### src/rtl/mem_wb_stage_if.sv
// MEM -> WB request bus: instruction fields presented by the MEM stage
// and the ready signal returned by the write-back stage.
interface mem_wb_stage_if #(
  parameter int DATA_W = 32,
  parameter int ADDR_W = 5
);
  logic              in_valid;
  logic              in_ready;
  logic              in_reg_write;
  logic [ADDR_W-1:0] in_rd;
  logic              in_mem_to_reg;
  logic [2:0]        in_load_type;
  logic [1:0]        in_addr_lo;
  logic [DATA_W-1:0] in_alu_result;
  logic [DATA_W-1:0] in_load_data;

  modport master (
    output in_valid, in_reg_write, in_rd, in_mem_to_reg, in_load_type,
           in_addr_lo, in_alu_result, in_load_data,
    input  in_ready
  );

  modport slave (
    input  in_valid, in_reg_write, in_rd, in_mem_to_reg, in_load_type,
           in_addr_lo, in_alu_result, in_load_data,
    output in_ready
  );
endinterface

### src/rtl/mem_wb_stage.sv
// MEM/WB pipeline register and write-back: load alignment/extension, result
// select, register-file write port, two forwarding sources and a retire counter.
module mem_wb_stage #(
  parameter int DATA_W = 32,
  parameter int ADDR_W = 5
) (
  input  logic              clk,
  input  logic              rst,
  mem_wb_stage_if.slave     mem,
  input  logic              stall,
  input  logic              flush,
  output logic              reg_write,
  output logic [ADDR_W-1:0] rd,
  output logic [DATA_W-1:0] write_data,
  output logic              fwd0_valid,
  output logic [ADDR_W-1:0] fwd0_rd,
  output logic [DATA_W-1:0] fwd0_data,
  output logic              fwd1_valid,
  output logic [ADDR_W-1:0] fwd1_rd,
  output logic [DATA_W-1:0] fwd1_data,
  output logic              load_fault,
  output logic [31:0]       retired_count
);

  localparam logic [2:0] LT_LW  = 3'b000;
  localparam logic [2:0] LT_LB  = 3'b001;
  localparam logic [2:0] LT_LBU = 3'b010;
  localparam logic [2:0] LT_LH  = 3'b011;
  localparam logic [2:0] LT_LHU = 3'b100;

  // Picks the addressed byte/half of the little-endian word and extends it.
  function automatic logic [DATA_W-1:0] load_extend(input logic [2:0] lt,
                                                    input logic [1:0] alo,
                                                    input logic [DATA_W-1:0] d);
    logic [7:0]  b;
    logic [15:0] h;
    case (alo)
      2'd0:    b = d[7:0];
      2'd1:    b = d[15:8];
      2'd2:    b = d[23:16];
      2'd3:    b = d[31:24];
      default: b = d[7:0];
    endcase
    h = alo[1] ? d[31:16] : d[15:0];
    case (lt)
      LT_LW:   load_extend = d;
      LT_LB:   load_extend = {{(DATA_W-8){b[7]}}, b};
      LT_LBU:  load_extend = {{(DATA_W-8){1'b0}}, b};
      LT_LH:   load_extend = {{(DATA_W-16){h[15]}}, h};
      LT_LHU:  load_extend = {{(DATA_W-16){1'b0}}, h};
      default: load_extend = d;
    endcase
  endfunction

  function automatic logic load_bad(input logic [2:0] lt, input logic [1:0] alo);
    case (lt)
      LT_LW:         load_bad = (alo != 2'b00);
      LT_LB, LT_LBU: load_bad = 1'b0;
      LT_LH, LT_LHU: load_bad = alo[0];
      default:       load_bad = 1'b1;
    endcase
  endfunction

  logic              wb_valid_r;
  logic              wb_reg_write_r;
  logic [ADDR_W-1:0] wb_rd_r;
  logic              wb_mem_to_reg_r;
  logic [2:0]        wb_load_type_r;
  logic [1:0]        wb_addr_lo_r;
  logic [DATA_W-1:0] wb_alu_result_r;
  logic [DATA_W-1:0] wb_load_data_r;
  logic              fwd1_valid_r;
  logic [ADDR_W-1:0] fwd1_rd_r;
  logic [DATA_W-1:0] fwd1_data_r;
  logic [31:0]       retired_count_r;
  logic              fault_s;
  logic              write_s;
  logic [DATA_W-1:0] result_s;

  assign mem.in_ready = ~stall;

  // Stage register: flush kills, stall holds, otherwise capture from MEM.
  always_ff @(posedge clk) begin
    if (rst) begin
      wb_valid_r      <= 1'b0;
      wb_reg_write_r  <= 1'b0;
      wb_rd_r         <= '0;
      wb_mem_to_reg_r <= 1'b0;
      wb_load_type_r  <= 3'b000;
      wb_addr_lo_r    <= 2'b00;
      wb_alu_result_r <= '0;
      wb_load_data_r  <= '0;
    end else if (flush) begin
      wb_valid_r <= 1'b0;
    end else if (!stall) begin
      wb_valid_r      <= mem.in_valid;
      wb_reg_write_r  <= mem.in_reg_write;
      wb_rd_r         <= mem.in_rd;
      wb_mem_to_reg_r <= mem.in_mem_to_reg;
      wb_load_type_r  <= mem.in_load_type;
      wb_addr_lo_r    <= mem.in_addr_lo;
      wb_alu_result_r <= mem.in_alu_result;
      wb_load_data_r  <= mem.in_load_data;
    end
  end

  // Write-back result, fault detection and write enable.
  always_comb begin
    fault_s  = 1'b0;
    result_s = wb_alu_result_r;
    if (wb_mem_to_reg_r) begin
      result_s = load_extend(wb_load_type_r, wb_addr_lo_r, wb_load_data_r);
      fault_s  = wb_valid_r & load_bad(wb_load_type_r, wb_addr_lo_r);
    end else begin
      result_s = wb_alu_result_r;
      fault_s  = 1'b0;
    end
    write_s = wb_valid_r & wb_reg_write_r & (wb_rd_r != '0) & ~fault_s;
  end

  // Write history runs every cycle, so a stalled repeat write stays visible.
  always_ff @(posedge clk) begin
    if (rst) begin
      fwd1_valid_r <= 1'b0;
      fwd1_rd_r    <= '0;
      fwd1_data_r  <= '0;
    end else begin
      fwd1_valid_r <= write_s;
      fwd1_rd_r    <= wb_rd_r;
      fwd1_data_r  <= result_s;
    end
  end

  // Retire counter: an entry retires when it leaves WB unkilled; wraps freely.
  always_ff @(posedge clk) begin
    if (rst) begin
      retired_count_r <= 32'd0;
    end else if (wb_valid_r && !stall && !flush) begin
      retired_count_r <= retired_count_r + 32'd1;
    end
  end

  assign reg_write     = write_s;
  assign rd            = wb_rd_r;
  assign write_data    = result_s;
  assign fwd0_valid    = write_s;
  assign fwd0_rd       = wb_rd_r;
  assign fwd0_data     = result_s;
  assign fwd1_valid    = fwd1_valid_r;
  assign fwd1_rd       = fwd1_rd_r;
  assign fwd1_data     = fwd1_data_r;
  assign load_fault    = fault_s;
  assign retired_count = retired_count_r;

endmodule
### src/flat_wrapper.sv
// flat-port wrapper written by rule: the top's interface ports become plain ports
module mem_wb_stage_flat 
#(
  parameter int DATA_W = 32,
  parameter int ADDR_W = 5
)
  (clk, rst, stall, flush, reg_write, rd, write_data, fwd0_valid, fwd0_rd, fwd0_data, fwd1_valid, fwd1_rd, fwd1_data, load_fault, retired_count, mem_in_valid, mem_in_reg_write, mem_in_rd, mem_in_mem_to_reg, mem_in_load_type, mem_in_addr_lo, mem_in_alu_result, mem_in_load_data, mem_in_ready);
  mem_wb_stage_if #(.DATA_W(DATA_W), .ADDR_W(ADDR_W)) mem_i ();
  input  logic clk;
  input  logic rst;
  input  logic stall;
  input  logic flush;
  output logic reg_write;
  output logic [ADDR_W-1:0] rd;
  output logic [DATA_W-1:0] write_data;
  output logic fwd0_valid;
  output logic [ADDR_W-1:0] fwd0_rd;
  output logic [DATA_W-1:0] fwd0_data;
  output logic fwd1_valid;
  output logic [ADDR_W-1:0] fwd1_rd;
  output logic [DATA_W-1:0] fwd1_data;
  output logic load_fault;
  output logic [31:0] retired_count;
  input wire logic [$bits(mem_i.in_valid)-1:0] mem_in_valid;
  input wire logic [$bits(mem_i.in_reg_write)-1:0] mem_in_reg_write;
  input wire logic [$bits(mem_i.in_rd)-1:0] mem_in_rd;
  input wire logic [$bits(mem_i.in_mem_to_reg)-1:0] mem_in_mem_to_reg;
  input wire logic [$bits(mem_i.in_load_type)-1:0] mem_in_load_type;
  input wire logic [$bits(mem_i.in_addr_lo)-1:0] mem_in_addr_lo;
  input wire logic [$bits(mem_i.in_alu_result)-1:0] mem_in_alu_result;
  input wire logic [$bits(mem_i.in_load_data)-1:0] mem_in_load_data;
  output wire logic [$bits(mem_i.in_ready)-1:0] mem_in_ready;
  assign mem_i.in_valid = mem_in_valid;
  assign mem_i.in_reg_write = mem_in_reg_write;
  assign mem_i.in_rd = mem_in_rd;
  assign mem_i.in_mem_to_reg = mem_in_mem_to_reg;
  assign mem_i.in_load_type = mem_in_load_type;
  assign mem_i.in_addr_lo = mem_in_addr_lo;
  assign mem_i.in_alu_result = mem_in_alu_result;
  assign mem_i.in_load_data = mem_in_load_data;
  assign mem_in_ready = mem_i.in_ready;
  mem_wb_stage #(.DATA_W(DATA_W), .ADDR_W(ADDR_W)) u_core (.clk(clk), .rst(rst), .mem(mem_i), .stall(stall), .flush(flush), .reg_write(reg_write), .rd(rd), .write_data(write_data), .fwd0_valid(fwd0_valid), .fwd0_rd(fwd0_rd), .fwd0_data(fwd0_data), .fwd1_valid(fwd1_valid), .fwd1_rd(fwd1_rd), .fwd1_data(fwd1_data), .load_fault(load_fault), .retired_count(retired_count));
endmodule
### config.mk
export PLATFORM = sky130hd
export DESIGN_NAME = mem_wb_stage_flat
export DESIGN_NICKNAME = d
export VERILOG_FILES = /design/src/rtl/mem_wb_stage_if.sv /design/src/rtl/mem_wb_stage.sv /design/src/flat_wrapper.sv
export SDC_FILE = /design/constraint.sdc
export NUM_CORES = 1
export LEC_CHECK = 0
export ABC_AREA = 1
export BUFFER_PORTS_ARGS = -buffer_cell sky130_fd_sc_hd__buf_2
export CORE_ASPECT_RATIO = 1.1
export CORE_MARGIN = 2
export CORE_UTILIZATION = 30
export CTS_CLUSTER_DIAMETER = 150
export CTS_CLUSTER_SIZE = 20
export DETAILED_ROUTE_END_ITERATION = 7
export GPL_TIMING_DRIVEN = 0
export PLACE_DENSITY = 0.59
export SLEW_MARGIN = 0
export SYNTH_ARGS = -nofsm -noshare
export SYNTH_HDL_FRONTEND = slang
export SYNTH_SLANG_ARGS = --single-unit
### constraint.sdc
create_clock -name clk -period 1.85 [get_ports clk]
set_input_delay 0 -clock clk [delete_from_list [all_inputs] [get_ports clk]]
set_output_delay 0 -clock clk [all_outputs]
set_load 0.01 [all_outputs]
==> summary.txt <==
Hold path
  – Worst min path class: in -> reg
  – Hold EP: u_core.wb_reg_write_r
  – Hold Path Depth: 4
  – Hold path start: stall

Synth
  – Post-synth EDFFs: 0
  – Post-synthesis sequential area ratio: 42.1%
  – Distinct cell type count after synthesis: 34
  – Synthesis warning total: 0
  – Synth area leaders: dfxtp_1, nor2_1, nand2_1
  – Flops & latches, synth: about 150
  – Syn avg cell area: 6.83 um^2
  – Ys async rst share: 0%
  – Synth area leader: dfxtp_1
  – Syn_nets: 1106
  – Synth top cells by count: nor2_1, nand2_1, dfxtp_1
  – Ys flop type: dfxtp_1
  – Post-Synthesis Cells: 1024
  – Most common cell in the netlist: nor2_1
  – Syn Std Cell Area: 6990 um^2
  – Top-area cell type share of the netlist area: 42.1%

STA
  – Unrepaired setup endpoints after global routing: true
  – Hold slack: slightly below 0.06 ns
  – Max-slew headroom: 57.9%
  – Least-Margin Pin Slew: 0.631 ns
  – Final Hold Viols: 0
  – Final worst slack: -0.170 ns
  – Final setup fails: 60
  – Slew Limit Fails: 0
  – Clk_skew: 0.0134 ns
  – Fmax: 495 MHz
  – Period utilisation layout: 109%
  – Tmin final: approximately 2.0 ns

Power and ir drop
  – Max VDD drop: 520 uV
  – Psw: 2.63 mW
  – Internal power: 6.52 mW
  – Sw Share: between 20% and 30%
  – Leakage: between 5 and 6 nW
  – Gate power share: between 20% and 30%
  – Total power per unit cell area: 827 nW/um^2
  – Clock share of power: 40.4%
  – Sequential share of power: 37.6%

Setup path
  – Worst Path Required: 1.85 ns
  – R2R Path End: u_core.fwd1_data[15]
  – Largest stage delay, worst path: slightly below 0.4 ns
  – FF-to-FF path depth: 11
  – R2r startpoint: u_core.wb_load_type_r[0]
  – Crit-path slowest cell: dfxtp_4
  – Crit Path Class: reg -> out
  – Top Family by Delay on Critical Path: simple AND/OR/NAND/NOR gates
  – Crit-path max FO: 8
  – WP buf/inv: 4
  – Critical path endpoint category: primary output
  – Worst Setup Start Kind: flop
  – R2R Setup Slk: 0.15 ns
  – Critical path, cell by cell: inv_6 -> nand3_4 -> nand2_4 -> nor2_4 -> buf_6 -> nand2_1 -> nand2_1 -> nor2_2 -> nor2_2 -> buf_4 -> buf_6
  – Critical Path AT: a little over 2 ns

Cells and area
  – Area grow syn2layout: 58.1%
  – Finished Layout Cells: 1681
  – Final instance area: ~11000 um^2
  – Layout cells sized above 1: about two fifths
  – ANT cells: 0
  – Layout net count: 1450

Clocking
  – TritonCTS buffer count: 17
  – H-tree depth: 4
  – Clock root cell: clkbuf_16
  – Worst-path clk slew: 0.06 ns
  – Clock sink count: 147
  – Buffer levels on the longest clock path: 2
  – Worst skew pair latency: 0.42 ns
  – CTS tree: built

GRT
  – Initial antenna violation count: 0
  – First-pass GRT wire length: 37.1 mm
  – GR Util met3: 3.47%
  – Met1 Use GR: 24.1%
  – Largest net degree at the start of global routing: 17
  – Vias in the first global route: 7128
  – Met2 global-route usage: 35.1%
  – Overall Global Routing Usage: 19.7%
  – Remaining Overflow, GRT: 0
  – Layer with the highest usage: met2

Placement
  – Dpl hpwl: 18.1 mm
  – Gpl congestion: 0.894
  – Port buffer count: 227
  – Placed Area: 8500 um^2
  – Placed Instances: 1551

Route
  – Number of routed nets with antenna violations: 0
  – Detailed Routing Iterations Pass 1: 5
  – Avg Vias per Cell: 4.57
  – First-iteration detailed-routing DRC count: roughly 360
  – Routed Wire Length: 25.0 mm
  – Vias post-DR: 7682
  – Avg WL per Cell: 14.9 um
  – DRC: 0

Floorplanning
  – Initial Util: 30.6%
  – Row Count: 58
  – Die area: 24500 um^2
  – Die Ht: 164 um
  – # IOs: 229
  – Core ar.: about 23000 um^2
  – Die width: between 100 and 150 um

Status
  – Status: complete, but fails checks
  – Failing checks: negative setup slack

Job
  – Max-Cap Viols: 0
[layout by cell type, fill, tap and decap left out, types with 12 or more instances in the layout]
cell / n
nand4_1: 12
dfxtp_1: 143
nand2_2: 46
buf_6: 65
clkbuf_1: 27
nor2_2: 34
or2_2: 16
o21ai_0: 86
nand2_4: 16
nand3_2: 12
nor2_4: 23
buf_4: 48
nand2_1: 137
dlygate4sd3_1: 78
nor2_1: 220
nand3_1: 24
nor3_1: 21
clkbuf_16: 17
buf_2: 182
a21oi_1: 36
inv_1: 54
[flip-flops by register name, indices dropped and copies added (netlist names)]
name                    flops
u_core.wb_alu_result_r     32
u_core.wb_load_type_r       3
u_core.fwd1_data           32
u_core.fwd0_rd              5
u_core.fwd1_valid           1
u_core.wb_valid_r           1
u_core.wb_addr_lo_r         2
u_core.wb_reg_write_r       1
u_core.fwd1_rd              5
u_core.wb_load_data_r      32
u_core.wb_mem_to_reg_r      1
u_core.retired_count       32
[layout make-up]
type | count | area, um^2
Tap cell | 300 | 375
Timing Repair Buffer | 326 | 2390
Clock buffer | 19 | 453
Sequential cell | 147 | 2960
Clock inverter | 13 | 175
Buffer | 84 | 598
Inverter | 70 | 282
Fill cell | 2291 | 11800
Multi-Input combinational cell | 722 | 3820
[worst max-delay path by stage]
stage,start,slack [ns],cells after the start,endpoint
4_1_cts,u_core.wb_load_type_r[0],-0.17,12,write_data[22]
3_3_place_gp,u_core.wb_mem_to_reg_r,-0.19,7,write_data[30]
2_1_floorplan,u_core.retired_count[0],0.31,10,u_core.retired_count[20]
6_report,u_core.wb_load_type_r[0],-0.17,11,write_data[14]
5_1_grt,u_core.wb_load_type_r[0],-0.28,11,write_data[9]
3_5_place_dp,u_core.wb_mem_to_reg_r,-0.17,7,write_data[30]
[power groups by stage]
stage          clock network, mW  registers [mW]  logic (mW)
2_1_floorplan                  0            3.50       0.836
3_3_place_gp                   0            3.49        1.39
3_5_place_dp                   0            3.49        1.40
4_1_cts                     3.77            3.43        1.72
5_1_grt                     3.89            3.46        2.18
6_report                    3.70            3.44        2.01
[routing by layer]
layer  wire length [um]  up-vias  share of wire, %
met4                486        0               1.9
li1                   -     3891                 -
met5                  0        -                 0
met2              12900      197                51
met3               1080       33               4.3
met1              10600     3561                42
[timing repair]
| item | CTS | global route |
|---|---|---|
| setup endpoints to repair | 71 | 68 |
| pin swaps | 25 | 37 |
| resized for setup | 136 | 159 |
| hold endpoints to repair | 79 | 0 |
| hold buffers | 78 | 0 |
| buffers inserted | 15 | 5 |
| gates cloned | 2 | 1 |
[metrics by stage]
| step | utilization, % | setup slack [ns] | TNS (ns) | total power, mW |
|---|---|---|---|---|
| 2_1_floorplan | - | 0.308 | 0 | 4.33 |
| 3_3_place_gp | 37.2 | -0.189 | -1.47 | 4.88 |
| 3_5_place_dp | 37.2 | -0.174 | -1.23 | 4.89 |
| 4_1_cts | 45.6 | -0.172 | -5.92 | 8.92 |
| 5_1_grt | 48.4 | -0.285 | -11.79 | 9.53 |
| 6_report | 48.4 | -0.170 | -5.62 | 9.15 |
[worst register-to-register path, cell delays in order, from the launching register on]
cell     delay [ns]
dfxtp_4        0.39
inv_6          0.05
nand3_4        0.08
nand2_4        0.07
nor2_4         0.30
buf_6          0.20
nand2_2        0.06
nand3_2        0.06
nand2_2        0.07
buf_6          0.13
buf_4          0.12
a21oi_2        0.11
[kinds of logic after synthesis]
| group | synth area share, % |
|---|---|
| and+or+nand+nor | 36.1 |
| buffers and inverters | 11.2 |
| DFF | 42.1 |
| AOI/OAI and AO/OA | 9.81 |
| xor gates and xnor gates | 0.626 |
| adders and majority gates | 0.179 |
Power figures use the tool's default switching activity.
